$ cat config.mk
export PLATFORM = sky130hd
export DESIGN_NAME = nibble_mem_arbiter_flat
export DESIGN_NICKNAME = d
export VERILOG_FILES = /design/src/rtl/nibble_mem_arbiter_if.sv /design/src/rtl/nibble_mem_arbiter.sv /design/src/flat_wrapper.sv
export SDC_FILE = /design/constraint.sdc
export NUM_CORES = 1
export LEC_CHECK = 0
export BUFFER_PORTS_ARGS = -buffer_cell sky130_fd_sc_hd__buf_2
export CAP_MARGIN = 40
export CORE_MARGIN = 1
export CORE_UTILIZATION = 57
export CTS_BUF_LIST = sky130_fd_sc_hd__clkbuf_8
export DETAILED_ROUTE_END_ITERATION = 12
export GPL_ROUTABILITY_DRIVEN = 0
export PLACE_DENSITY_LB_ADDON = 0.15
export SLEW_MARGIN = 20
export SYNTH_ARGS = -nofsm -noshare
export SYNTH_HDL_FRONTEND = slang
export SYNTH_SLANG_ARGS = --single-unit
export TNS_END_PERCENT = 20
$ cat constraint.sdc
create_clock -name clk -period 9.6 [get_ports clk]
set_clock_uncertainty 0.1 [all_clocks]
set_input_delay 0.48 -clock clk [delete_from_list [all_inputs] [get_ports clk]]
set_output_delay 0.48 -clock clk [all_outputs]
set_load 0.02 [all_outputs]
$ cat src/rtl/nibble_mem_arbiter_if.sv
// rtl/nibble_mem_arbiter_if.sv - CPU/host request-acknowledge bus bundle for the nibble memory arbiter
interface nibble_mem_arbiter_if #(
  parameter int ADDR_W = 6,
  parameter int DATA_W = 4
);
  logic              cpu_req;
  logic              cpu_we;
  logic [ADDR_W-1:0] cpu_addr;
  logic [DATA_W-1:0] cpu_wdata;
  logic              cpu_ack;
  logic [DATA_W-1:0] cpu_rdata;
  logic              cpu_hold;

  logic              host_req;
  logic              host_we;
  logic [ADDR_W-1:0] host_addr;
  logic [DATA_W-1:0] host_wdata;
  logic              host_ack;
  logic [DATA_W-1:0] host_rdata;
  logic              host_halt;
  logic              host_go;

  modport slave (
    input  cpu_req, cpu_we, cpu_addr, cpu_wdata,
    output cpu_ack, cpu_rdata, cpu_hold,
    input  host_req, host_we, host_addr, host_wdata, host_halt, host_go,
    output host_ack, host_rdata
  );

  modport master (
    output cpu_req, cpu_we, cpu_addr, cpu_wdata,
    input  cpu_ack, cpu_rdata, cpu_hold,
    output host_req, host_we, host_addr, host_wdata, host_halt, host_go,
    input  host_ack, host_rdata
  );
endinterface

$ cat src/rtl/nibble_mem_arbiter.sv
// rtl/nibble_mem_arbiter.sv - shared 2^ADDR_W x DATA_W memory with round-robin CPU/host arbiter and boot hold
module nibble_mem_arbiter #(
  parameter int ADDR_W = 6,
  parameter int DATA_W = 4
) (
  input  logic                 clk,
  input  logic                 rst_p,
  nibble_mem_arbiter_if.slave  bus
);
  localparam int DEPTH = 1 << ADDR_W;
  localparam logic OWN_CPU  = 1'b0;
  localparam logic OWN_HOST = 1'b1;

  typedef enum logic [1:0] {
    S_IDLE = 2'd0,
    S_ACC  = 2'd1,
    S_DONE = 2'd2
  } state_t;

  state_t            r_state;
  state_t            w_next;

  logic              r_boot_done;
  logic              r_last_gnt;
  logic              r_gnt_owner;
  logic              r_gnt_we;
  logic [ADDR_W-1:0] r_gnt_addr;
  logic [DATA_W-1:0] r_gnt_wdata;
  logic [DATA_W-1:0] r_rdata;
  logic              r_cpu_ack;
  logic              r_host_ack;
  logic [DATA_W-1:0] r_mem [DEPTH];

  logic              w_cpu_elig;
  logic              w_host_elig;
  logic              w_pick_host;
  logic              w_grant;

  // Next-state and grant decision; requests are only looked at in IDLE
  always_comb begin
    w_next      = r_state;
    w_grant     = 1'b0;
    w_cpu_elig  = bus.cpu_req & ~bus.host_halt & r_boot_done;
    w_host_elig = bus.host_req;
    // On a tie the side not served last wins
    w_pick_host = w_host_elig & (~w_cpu_elig | (r_last_gnt == OWN_CPU));
    case (r_state)
      S_IDLE: begin
        if (w_cpu_elig | w_host_elig) begin
          w_grant = 1'b1;
          w_next  = S_ACC;
        end
      end
      S_ACC:   w_next = S_DONE;
      S_DONE:  w_next = S_IDLE;
      default: w_next = S_IDLE;
    endcase
  end

  // State register
  always_ff @(posedge clk or posedge rst_p) begin
    if (rst_p) r_state <= S_IDLE;
    else       r_state <= w_next;
  end

  // Latch the winning request so the requester may change its inputs during the access
  always_ff @(posedge clk or posedge rst_p) begin
    if (rst_p) begin
      r_gnt_owner <= OWN_CPU;
      r_gnt_we    <= 1'b0;
      r_gnt_addr  <= '0;
      r_gnt_wdata <= '0;
    end else if (w_grant) begin
      r_gnt_owner <= w_pick_host;
      r_gnt_we    <= w_pick_host ? bus.host_we    : bus.cpu_we;
      r_gnt_addr  <= w_pick_host ? bus.host_addr  : bus.cpu_addr;
      r_gnt_wdata <= w_pick_host ? bus.host_wdata : bus.cpu_wdata;
    end
  end

  // Memory access in ACC; rdata always captures the pre-write contents, acks last one cycle
  always_ff @(posedge clk or posedge rst_p) begin
    if (rst_p) begin
      for (int i = 0; i < DEPTH; i++) r_mem[i] <= '0;
      r_rdata    <= '0;
      r_cpu_ack  <= 1'b0;
      r_host_ack <= 1'b0;
      r_last_gnt <= OWN_HOST;
    end else begin
      r_cpu_ack  <= 1'b0;
      r_host_ack <= 1'b0;
      if (r_state == S_ACC) begin
        if (r_gnt_we) r_mem[r_gnt_addr] <= r_gnt_wdata;
        r_rdata    <= r_mem[r_gnt_addr];
        r_cpu_ack  <= (r_gnt_owner == OWN_CPU);
        r_host_ack <= (r_gnt_owner == OWN_HOST);
        r_last_gnt <= r_gnt_owner;
      end
    end
  end

  // Boot release is sticky until the next reset
  always_ff @(posedge clk or posedge rst_p) begin
    if (rst_p)            r_boot_done <= 1'b0;
    else if (bus.host_go) r_boot_done <= 1'b1;
  end

  assign bus.cpu_ack    = r_cpu_ack;
  assign bus.host_ack   = r_host_ack;
  assign bus.cpu_rdata  = r_rdata;
  assign bus.host_rdata = r_rdata;
  assign bus.cpu_hold   = ~r_boot_done | bus.host_halt;
endmodule

$ cat src/flat_wrapper.sv
// flat-port wrapper written by rule: the top's interface ports become plain ports
module nibble_mem_arbiter_flat 
#(
  parameter int ADDR_W = 6,
  parameter int DATA_W = 4
)
  (clk, rst_p, bus_cpu_req, bus_cpu_we, bus_cpu_addr, bus_cpu_wdata, bus_cpu_ack, bus_cpu_rdata, bus_cpu_hold, bus_host_req, bus_host_we, bus_host_addr, bus_host_wdata, bus_host_halt, bus_host_go, bus_host_ack, bus_host_rdata);
  nibble_mem_arbiter_if #(.ADDR_W(ADDR_W), .DATA_W(DATA_W)) bus_i ();
  input  logic clk;
  input  logic rst_p;
  input wire logic [$bits(bus_i.cpu_req)-1:0] bus_cpu_req;
  input wire logic [$bits(bus_i.cpu_we)-1:0] bus_cpu_we;
  input wire logic [$bits(bus_i.cpu_addr)-1:0] bus_cpu_addr;
  input wire logic [$bits(bus_i.cpu_wdata)-1:0] bus_cpu_wdata;
  output wire logic [$bits(bus_i.cpu_ack)-1:0] bus_cpu_ack;
  output wire logic [$bits(bus_i.cpu_rdata)-1:0] bus_cpu_rdata;
  output wire logic [$bits(bus_i.cpu_hold)-1:0] bus_cpu_hold;
  input wire logic [$bits(bus_i.host_req)-1:0] bus_host_req;
  input wire logic [$bits(bus_i.host_we)-1:0] bus_host_we;
  input wire logic [$bits(bus_i.host_addr)-1:0] bus_host_addr;
  input wire logic [$bits(bus_i.host_wdata)-1:0] bus_host_wdata;
  input wire logic [$bits(bus_i.host_halt)-1:0] bus_host_halt;
  input wire logic [$bits(bus_i.host_go)-1:0] bus_host_go;
  output wire logic [$bits(bus_i.host_ack)-1:0] bus_host_ack;
  output wire logic [$bits(bus_i.host_rdata)-1:0] bus_host_rdata;
  assign bus_i.cpu_req = bus_cpu_req;
  assign bus_i.cpu_we = bus_cpu_we;
  assign bus_i.cpu_addr = bus_cpu_addr;
  assign bus_i.cpu_wdata = bus_cpu_wdata;
  assign bus_cpu_ack = bus_i.cpu_ack;
  assign bus_cpu_rdata = bus_i.cpu_rdata;
  assign bus_cpu_hold = bus_i.cpu_hold;
  assign bus_i.host_req = bus_host_req;
  assign bus_i.host_we = bus_host_we;
  assign bus_i.host_addr = bus_host_addr;
  assign bus_i.host_wdata = bus_host_wdata;
  assign bus_i.host_halt = bus_host_halt;
  assign bus_i.host_go = bus_host_go;
  assign bus_host_ack = bus_i.host_ack;
  assign bus_host_rdata = bus_i.host_rdata;
  nibble_mem_arbiter #(.ADDR_W(ADDR_W), .DATA_W(DATA_W)) u_core (.clk(clk), .rst_p(rst_p), .bus(bus_i));
endmodule
# == Yosys cells after proc, flatten, opt, wreduce, memory -nomap -nowiden ==
# Cells that the tools add are included.
# classes
magnitude_cmp,2
n_eq_ne,2
n_mux,15
n_bitwise,12
reduce_logical,3
# op_table
operator,count
$bwmux W256,1
$bmux W4 S6,1
$demux W4 S6,1
$mux W4,4
$ge A7 B7 Y1 const B,1
$lt A7 B1 Y1 const B,1
$not A6 Y7,1
$mux W6,1
$mux W1,5
$not A1 Y1,5
$pmux W2 S2,1
$and A1 B1 Y1,3
$or A1 B1 Y1,3
$eq A2 B1 Y1 const B,1
$logic_not A2 Y1,1
$mux W2,1
$ne A2 B1 Y1 const B,1
$reduce_and A2 Y1,1
$logic_and A1 B1 Y1,1
# word_totals
reg_bits,278
in_bits,28
output_inout_bits,11
word_cells,108

# == Longest topological paths before layout ==
# Gate-level depths: netlist of run 1.
# logic_depth
ltp_word,7
mapped_depth,9
depth_no_buf,6

# == Least setup slack after synthesis of run 1 ==
# Ideal clock, no wire load.
# synth_path
path_kind,flip-flop to flip-flop
from,reg u_core.r_gnt_addr[0]
to,reg u_core.r_rdata[2] (netlist: u_core.bus.cpu_rdata[2])
setup_time_ns,0.126
arrival_time_ns,1.789
t_required_ns,9.374
slack_ns,7.585
stages_incl_launch_ff,8
n_path_buf,2
synth_period_minus_slack_ns,2.015
path_cell_list,dfrtp_1 > buf_6 > buf_8 > mux4_2 > mux2_2 > nand2_1 > nand4_1 > o32a_1
# synth_via
elab_chain_cells,4
# synth_lines
item,line,source
start: declaration,nibble_mem_arbiter.sv:27,logic [ADDR_W-1:0] r_gnt_addr;
start signal: assignment,nibble_mem_arbiter.sv:76,r_gnt_addr <= w_pick_host ? bus.host_addr : bus.cpu_addr;
$not A6 Y7 (implied by the code),nibble_mem_arbiter.sv:94,r_rdata <= r_mem[r_gnt_addr];
$bmux W4 S6,nibble_mem_arbiter.sv:94,
$mux W4 (implied by the code) (2 in a row),nibble_mem_arbiter.sv:94,
end signal: assignment,nibble_mem_arbiter.sv:94,
end: declaration,nibble_mem_arbiter.sv:29,logic [DATA_W-1:0] r_rdata;
# No other way between the ends. The select of a mux whose other input is x is not followed.
# A chain may end at the register's enable or synchronous reset.

# == Final worst setup path of run 1 ==
# layout_path
from,reg u_core.r_gnt_addr[2]
to,reg u_core.r_rdata[1] (netlist: u_core.bus.cpu_rdata[1])
# Same word-level chain as after synthesis.

==> results.json, run 1 <==
{
  "power_switching_w": 0.00147,
  "track_usage": 0.291,
  "worst_pin_slew_ns": 0.814,
  "total_power_w": 0.00392,
  "rsz0062_at_grt": "no",
  "sw_frac_of_total": 0.374,
  "cp_num_buf_inv": 1,
  "wl_met1_um": 14400,
  "synth_top_cells_by_count": "dfrtp_1, mux2_2, nand2_1",
  "die_w_um": 153,
  "wl_met3_um": 2170,
  "synth.yosys.seq_area_share": 0.539,
  "overflow": 0,
  "cp_slowest_cell": "dfrtp_4",
  "fillers": 1703,
  "synth.largest_area_cell": "dfrtp_1",
  "antenna_found_initial": 0,
  "r2r_slack_ns": 6.34,
  "post-synth-top-count-cell": "dfrtp_1",
  "hold_viol_final": 0,
  "intPower_w": 0.00245,
  "avgRoutedWirePerCell_um": 24.1,
  "grt_pass1_wl_um": 51500,
  "cp_max_fo": 47,
  "p_clk_frac": 0.255,
  "clock_tree.buffer_depth": 3,
  "clock-sinks": 278,
  "path_cells": "buf_4, nor2b_1, a221oi_1, nor2_1, o21ai_1, nand4_1, o32a_1",
  "num_io_pins": 39,
  "syn_inst": 994,
  "clk_latency_ns": 0.57,
  "drc": 0,
  "synth_top_area_share": 0.537,
  "synth_edf_count": 0,
  "vdd_drop_max_uv": 168,
  "layout.nets": 1057,
  "first_global_vias": 8642,
  "drt_iter0_drc": 548,
  "coreArea_um2": 22000,
  "hp-class": "in2reg",
  "areaGrowthSynthToFinish_pct": 10.3,
  "startpoint_type": "flip-flop",
  "ys_types": 49,
  "drv_cap": 0,
  "crit_path_max_incr_delay_ns": 0.86,
  "rows": 54,
  "tns_ns": 0,
  "crit_family": "compound AO/OA/AOI/OAI gates",
  "fin_ws_ns": 6.34,
  "h-tree-depth": 2,
  "pre_cts_ws_ns": 6.36,
  "dieArea_um2": 23300,
  "sequentialPowerShare": 0.425,
  "die_y_um": 153,
  "relSlewSlack": 0.457,
  "path_clk_slew_ns": 0.06,
  "synthFlopType": "dfrtp_1",
  "diodes": 0,
  "p_leak_nw": 6.91,
  "multi_input_area_um2": 5570,
  "critical_path_class": "reg2reg",
  "fmax_mhz": 307,
  "syn_nets": 1022,
  "crit_arrival_ns": 3.61,
  "dr_wl_met2_um": 14800,
  "critPathRequiredTime_ns": 9.95,
  "avgViaCountPerCell": 6.31,
  "synth-seq-cells": 278,
  "ant_nets": 0,
  "status": "completed",
  "cts_tree": "yes",
  "post-dp-hpwl_um": 19900,
  "synth_warnings": 0,
  "combPwrFrac": 0.321,
  "maxUsedRoutingLayer": "met4",
  "drive_above_1_share": 0.392,
  "cts_inserted_buffers": 46,
  "syn_area_um2": 12900,
  "floorplan.initialDensity": 0.586,
  "crit_path_end_kind": "flip-flop",
  "post-route-period-util": 0.340,
  "setup_viol": 0,
  "drv_slew": 0,
  "port_buffers": 38,
  "synthArstFlopShare": 1.00,
  "yosys-top-cells-area": "dfrtp_1, mux2_2, mux2i_1",
  "grt_start_max_net_pins": 106,
  "p_per_area_nw_per_um2": 275,
  "finalCriticalPeriod_ns": 3.26,
  "final-seq-area_um2": 6970,
  "postRouteWirelength_um": 32300,
  "cts_setup_buffers": 0,
  "synth.avg_cell_area_um2": 13.0,
  "cts-root-buf": "clkbuf_8",
  "firstDrtPassIters": 5,
  "vias": 8474
}
-- routing by layer --
metal | vias up | track usage
met5 | - | 0
met4 | 0 | 0.0972
met3 | 76 | 0.0626
li1 | 3706 | -
met1 | 4407 | 0.412
met2 | 285 | 0.450
-- sequential cells by signal (all words and copies together) (netlist names) --
signal	count
u_core.bus.host_ack	1
u_core.r_gnt_wdata	4
u_core.bus.cpu_rdata	4
u_core.r_state	2
u_core.r_boot_done	1
u_core.r_gnt_addr	6
u_core.r_gnt_owner	1
u_core.r_mem	256
u_core.r_last_gnt	1
u_core.r_gnt_we	1
u_core.bus.cpu_ack	1
-- what timing repair did --
item / CTS / global route
hold endpoints to repair: 19 / 1
gates resized for setup: 0 / 0
hold buffers: 1 / 1
-- stage by stage --
| step | area, um2 | instances | utilization | hold slack [ns] |
|---|---|---|---|---|
| after floorplan | 12900 | 994 | - | 0.317 |
| after global placement | 13200 | 1251 | 0.599 | 0.327 |
| after detailed placement | 13300 | 1258 | 0.604 | 0.328 |
| after CTS | 14200 | 1341 | 0.645 | 0.00571 |
| after global routing | 14200 | 1343 | 0.647 | 0.0980 |
| final | 14200 | 1343 | 0.647 | 0.110 |
-- layout make-up --
class | instances | share of cell area
Clock buffer | 57 | 0.0551
Clock inverter | 25 | 0.00729
Inverter | 5 | 0.00184
Multi-Input combinational cell | 637 | 0.391
Sequential cell | 278 | 0.489
Tap cell | 280 | 0.0246
Timing Repair Buffer | 61 | 0.0310
-- logic make-up (layout without fill, tap and decap cells) --
kind of cell | Yosys count | in the layout | share of synthesized area
buf+inv | 79 | 148 | 0.0301
flops | 278 | 278 | 0.539
simple gates | 165 | 165 | 0.0570
mux | 338 | 338 | 0.304
compound gates | 134 | 134 | 0.0697
-- path summary, 6_finish.rpt --
path / start / end / cells past startpoint
worst min-delay path: bus_host_addr[5] / u_core.r_gnt_addr[5] / 3
worst max register to register: u_core.r_gnt_addr[2] / u_core.bus.cpu_rdata[1] / 7
worst min register to register: u_core.r_gnt_owner / u_core.bus.cpu_ack / 1
max in group asynchronous: rst_p / u_core.r_mem[160] / 6
worst max-delay path: u_core.r_gnt_addr[2] / u_core.bus.cpu_rdata[1] / 7
min in group asynchronous: rst_p / u_core.r_mem[213] / 3
-- power by group through the flow --
stage                     logic, W  clock network [W]  registers [W]
final                      0.00126           0.000998        0.00166
after global routing       0.00134            0.00107        0.00170
after CTS                  0.00124            0.00101        0.00166
after detailed placement   0.00123                  0        0.00168
after global placement     0.00121                  0        0.00167
after floorplan           0.000963                  0        0.00156
-- cell usage in the layout (no fill, tap or decap), types with 3 or more instances in the layout --
master and count:
o21ai_1 3, a221oi_1 19, nand3_1 5, or2_2 3
buf_2 39, nor3b_1 3, nor2_1 54, nor2b_1 8
o32a_1 3, a31oi_1 7, dfrtp_2 6, mux2_2 263
nand2b_1 5, a22oi_1 25, dfrtp_1 270, and3_1 6
o211ai_1 3, a21oi_1 20, mux2_1 3, inv_1 23
nand2_1 67, o22ai_1 14, o21ai_0 27, mux2i_1 55
o221ai_1 3, buf_4 15, clkbuf_8 57, mux4_2 16
buf_16 3, and2_1 5
-- tightest hold or removal path: stages --
cell     delay [ns]
buf_2          0.08
mux2i_1        0.05
o21ai_0        0.13
Note: power is estimated with default switching activity, not from simulation.
==> run 2, diff against run 1 <==
Settings changed: ABC_AREA from default to 1.
Clock period 9.6 ns to 3.1 ns, I/O delays scaled along.
==> results.json, run 2 <==
{
  "status": "completed",
  "avgViaCountPerCell": 5.46,
  "crit_path_max_incr_delay_ns": 0.71,
  "synth_top_area_share": 0.524,
  "rsz0062_at_grt": "no",
  "synth.largest_area_cell": "dfrtp_1",
  "port_buffers": 38,
  "synth.avg_cell_area_um2": 7.82,
  "most-common-layout-cells": "nand2_1, dfrtp_1, o21ai_0, inv_1, nor2_1",
  "hp-class": "in2async",
  "ant_nets": 0,
  "hold_viol_final": 0,
  "syn_inst": 1693,
  "largest_reg_flops": 256,
  "finalCriticalPeriod_ns": 2.73,
  "setup_viol": 0,
  "synth_edf_count": 0,
  "synthFlopType": "dfrtp_1",
  "post-route-period-util": 0.882,
  "coreArea_um2": 22700,
  "post-synth-top-count-cell": "nand2_1",
  "synthArstFlopShare": 1.00,
  "first_global_vias": 11000,
  "path_cells": "inv_1, nor2_4, nand2_1, nor2_4, nand2_1, nand2_1, o21ai_0",
  "drv_cap": 0,
  "critPathMostFrequentCell": "nand2_1",
  "cts_setup_buffers": 0,
  "track_usage": 0.307,
  "cts_inserted_buffers": 46,
  "avgRoutedWirePerCell_um": 16.8,
  "synth-seq-cells": 278,
  "overflow": 0,
  "ctsResizeCount": 0,
  "floorplan.initialDensity": 0.583,
  "total_power_w": 0.0145,
  "cts-root-buf": "clkbuf_8",
  "cp_max_fo": 22,
  "vias": 11400,
  "dieArea_um2": 23800,
  "drive_above_1_share": 0.119,
  "yosys-top-cells-area": "dfrtp_1, nand2_1, o21ai_0",
  "clk_latency_ns": 0.58,
  "grt_start_max_net_pins": 101,
  "die_w_um": 154,
  "antenna_found_initial": 0,
  "worst_pin_slew_ns": 0.844,
  "syn_nets": 1721,
  "clock-sinks": 278,
  "fillers": 1913,
  "rows": 55,
  "crit_arrival_ns": 3.04,
  "crit_path_end_kind": "flip-flop",
  "postRouteWirelength_um": 35000,
  "synth_warnings": 0,
  "post-dp-hpwl_um": 22300,
  "reg.largest.list": "u_core.r_mem: 256 flops, u_core.r_gnt_addr: 6 flops",
  "critical_path_class": "reg2reg",
  "relSlewSlack": 0.435,
  "syn_area_um2": 13200,
  "ys_types": 27,
  "post-route-util": 0.659,
  "layout.nets": 1790,
  "num_io_pins": 39,
  "hold_buffers": 26,
  "mostFrequentLayoutCell": "nand2_1",
  "h-tree-depth": 2,
  "cts_tree": "yes",
  "synth.yosys.seq_area_share": 0.526,
  "areaGrowthSynthToFinish_pct": 13.1,
  "diodes": 0,
  "startpoint_type": "flip-flop",
  "regMostFlops": "u_core.r_mem",
  "cp_slowest_cell": "dfrtp_1",
  "firstDrtPassIters": 8,
  "vdd_drop_max_uv": 473,
  "path_clk_slew_ns": 0.07,
  "p_leak_nw": 7.18,
  "drv_slew": 0,
  "critPathRequiredTime_ns": 3.40,
  "grt_pass1_wl_um": 57500,
  "synth_top_cells_by_count": "nand2_1, dfrtp_1, o21ai_0",
  "clock_tree.buffer_depth": 3,
  "p_per_area_nw_per_um2": 968,
  "drc": 0,
  "drt_iter0_drc": 1219,
  "fmax_mhz": 366,
  "die_y_um": 154
}
## run 2: cell count changes after synthesis, moves of 16 or more
cell,change
a21oi_1,-18
a221oi_1,-19
a22oi_1,-25
inv_1,+158
mux2_2,-263
mux2i_1,-55
mux4_2,-16
nand2_1,+485
nand3_1,+85
nor2_1,+81
o211ai_1,+21
o21ai_0,+246
or2_2,+36
## run 2: cell families after synthesis
group                  after synthesis  share of synthesized area
AOI/OAI and AO/OA                  328                      0.130
buffers and inverters              245                     0.0750
DFF                                278                      0.526
and+or+nand+nor                    842                      0.269
## run 2: cell type report
class | instances | area [um2] | area share
multi-input cells | 1170 | 5290 | 0.353
inverters | 165 | 623 | 0.0416
repair buffers | 101 | 820 | 0.0547
clock buffers | 59 | 812 | 0.0542
clock inverters | 24 | 110 | 0.00736
flip-flops and latches | 278 | 6960 | 0.465
well taps | 285 | 357 | 0.0238
## run 2: metrics by stage
stage / setup WS, ns / hold WS (ns) / instances / TNS [ns] / area, um2
2_1_floorplan: -0.834 / 0.164 / 1693 / -230.89 / 13200
3_3_place_gp: 0.491 / 0.209 / 1972 / 0 / 13800
3_5_place_dp: 0.400 / 0.211 / 1972 / 0 / 13800
4_1_cts: 0.390 / 0.165 / 2081 / 0 / 15000
5_1_grt: 0.138 / 0.217 / 2082 / 0 / 15000
6_report: 0.366 / 0.172 / 2082 / 0 / 15000
## run 2: critical path, delay by kind of cell, from the launching register on
| family | cells | cell delay, ns |
|---|---|---|
| and+or+nand+nor | 5 | 1.36 |
| AOI/OAI and AO/OA | 1 | 0.08 |
| DFF | 1 | 0.71 |
| buffers and inverters | 1 | 0.30 |
## run 2: path summary, 6_finish.rpt
check                      slack (ns)            endpoint  cells past startpoint                  from
max                              0.37    u_core.r_mem[42]                      7  u_core.r_gnt_addr[2]
min                              0.17    u_core.r_mem[65]                      3                 rst_p
max reg2reg                      0.37    u_core.r_mem[42]                      7  u_core.r_gnt_addr[2]
min reg2reg                      0.38    u_core.r_mem[15]                      2      u_core.r_mem[15]
max in group asynchronous        1.84    u_core.r_mem[49]                      4                 rst_p
min in group clk                 0.22  u_core.r_gnt_owner                      4           bus_cpu_req
## run 2: metal layers
layer / up-vias / part of all wire / track usage
li1: 5527 / - / -
met1: 5399 / 0.45 / 0.428
met2: 367 / 0.46 / 0.492
met3: 77 / 0.064 / 0.0443
met4: 0 / 0.031 / 0.115
met5: - / 0 / 0
## run 2: report_power, final
part | leakage (nW) | switching, W | internal, W | total, W
clock | 0.532 | 0.00149 | 0.00171 | 0.00320
sequential | 3.80 | 0.000792 | 0.00477 | 0.00556
combinational | 2.85 | 0.00381 | 0.00192 | 0.00573
==> run 3, diff against run 2 <==
Settings changed: PLACE_DENSITY from default to 0.83, PLACE_DENSITY_LB_ADDON 0.15 to default.
==> results.json, run 3 (synthesis gave the netlist of run 2 again) <==
{
  "h-tree-depth": 2,
  "layout.nets": 1792,
  "areaGrowthSynthToFinish_pct": 13.1,
  "final-seq-area_um2": 6960,
  "vias": 11700,
  "drv_cap": 0,
  "relSlewSlack": 0.499,
  "num_io_pins": 39,
  "avgViaCountPerCell": 5.63,
  "clock_tree.buffer_depth": 3,
  "ctsResizeCount": 0,
  "cts-root-buf": "clkbuf_8",
  "post-route-period-util": 0.934,
  "p_leak_nw": 7.19,
  "die_y_um": 154,
  "vdd_drop_max_uv": 487,
  "rows": 55,
  "drt_iter0_drc": 1299,
  "most-common-layout-cells": "nand2_1, dfrtp_1, o21ai_0, inv_1, nor2_1",
  "met3_usage": 0.0706,
  "overflow": 0,
  "path_clk_slew_ns": 0.06,
  "hold_viol_final": 0,
  "post-route-util": 0.659,
  "first_global_vias": 11500,
  "cp_max_fo": 22,
  "crit_arrival_ns": 3.28,
  "critical_path_class": "reg2reg",
  "finalCriticalPeriod_ns": 2.89,
  "fmax_mhz": 346,
  "regMostFlops": "u_core.r_mem",
  "firstDrtPassIters": 8,
  "cts_inserted_buffers": 46,
  "dieArea_um2": 23800,
  "setup_viol": 0,
  "avgRoutedWirePerCell_um": 17.0,
  "hp-class": "in2async",
  "use_met2": 0.477,
  "largest_reg_flops": 256,
  "floorplan.initialDensity": 0.583,
  "cts_tree": "yes",
  "fillers": 1790,
  "met1_usage": 0.409,
  "drv_slew": 0,
  "worst_pin_slew_ns": 0.748,
  "status": "completed",
  "drc": 0,
  "reg.largest.list": "u_core.r_mem: 256 flops, u_core.r_gnt_addr: 6 flops",
  "post-dp-hpwl_um": 22000,
  "drive_above_1_share": 0.117,
  "grt.busiest_layer": "met2",
  "critPathRequiredTime_ns": 3.49,
  "multi_input_area_um2": 5290,
  "clk_latency_ns": 0.56,
  "diodes": 0,
  "mostFrequentLayoutCell": "nand2_1",
  "clock-sinks": 278,
  "die_w_um": 154,
  "instances_no_fill": 2080,
  "crit_path_end_kind": "flip-flop",
  "ant_nets": 0,
  "antenna_found_initial": 0,
  "startpoint_type": "flip-flop",
  "p_per_area_nw_per_um2": 969,
  "rsz0062_at_grt": "no",
  "placed_cells": 1975,
  "grt_start_max_net_pins": 56,
  "track_usage": 0.308,
  "postRouteWirelength_um": 35300,
  "grt_pass1_wl_um": 58000,
  "total_power_w": 0.0145,
  "coreArea_um2": 22700,
  "port_buffers": 38
}
-- run 3: changes by cell type in the layout (fill, tap and decap cells not counted) --
cell,change
clkinvlp_4,-1
clkinv_2,-4
buf_6,-1
buf_12,-1
buf_4,+4
bufinv_16,+1
inv_1,+1
inv_6,-1
-- run 3: area by class of cell --
cell class,count,share of cell area
Clock inverter,20,0.00719
Timing Repair Buffer,103,0.0547
Multi-Input combinational cell,1170,0.353
Inverter,165,0.0416
Clock buffer,59,0.0543
Tap cell,285,0.0238
Sequential cell,278,0.465
-- run 3: final timing paths --
check,startpoint,endpoint,slack [ns],cells after the start
worst max-delay path,u_core.r_boot_done,u_core.r_gnt_addr[2],0.21,7
worst min-delay path,rst_p,u_core.r_mem[76],0.02,3
worst max register to register,u_core.r_boot_done,u_core.r_gnt_addr[2],0.21,7
worst min register to register,u_core.r_mem[95],u_core.r_mem[95],0.38,2
max in group asynchronous,rst_p,u_core.r_mem[237],2.07,5
min in group clk,bus_host_go,u_core.r_boot_done,0.25,3
-- run 3: metrics by stage --
stage | setup WS [ns] | cell area (um2) | hold WS [ns] | TNS [ns]
CTS | 0.372 | 15000 | 0.0113 | 0
global placement | 0.570 | 13800 | 0.245 | 0
detailed placement | 0.581 | 13800 | 0.0459 | 0
finish | 0.206 | 15000 | 0.0192 | 0
floorplan | -0.834 | 13200 | 0.164 | -230.89
global route | 0.111 | 15000 | 0.0483 | 0
-- run 3: repair_timing --
item | in CTS | in global routing
endpoints found under the hold margin | 202 | 0
buffers inserted | 0 | 0
hold buffers | 26 | 0
-- run 3: power breakdown --
group          internal, W  switching (W)
registers          0.00477       0.000837
logic              0.00188        0.00381
clock network      0.00178        0.00144
total              0.00843        0.00608
-- run 3: per-layer routing --
layer,vias up,routed length [um]
met5,-,0
met4,0,1660
met3,130,3210
met2,560,15900
met1,5488,14600
li1,5527,-
-- run 3: critical path, cell delays in order, from the launching register on --
cell and delay [ns]:
dfrtp_1 0.40, a31o_2 0.17, dlygate4sd3_1 0.54, nand2_1 0.10, inv_1 0.47, o21ai_0 0.25, o22ai_1 0.21, dlygate4sd3_1 0.58
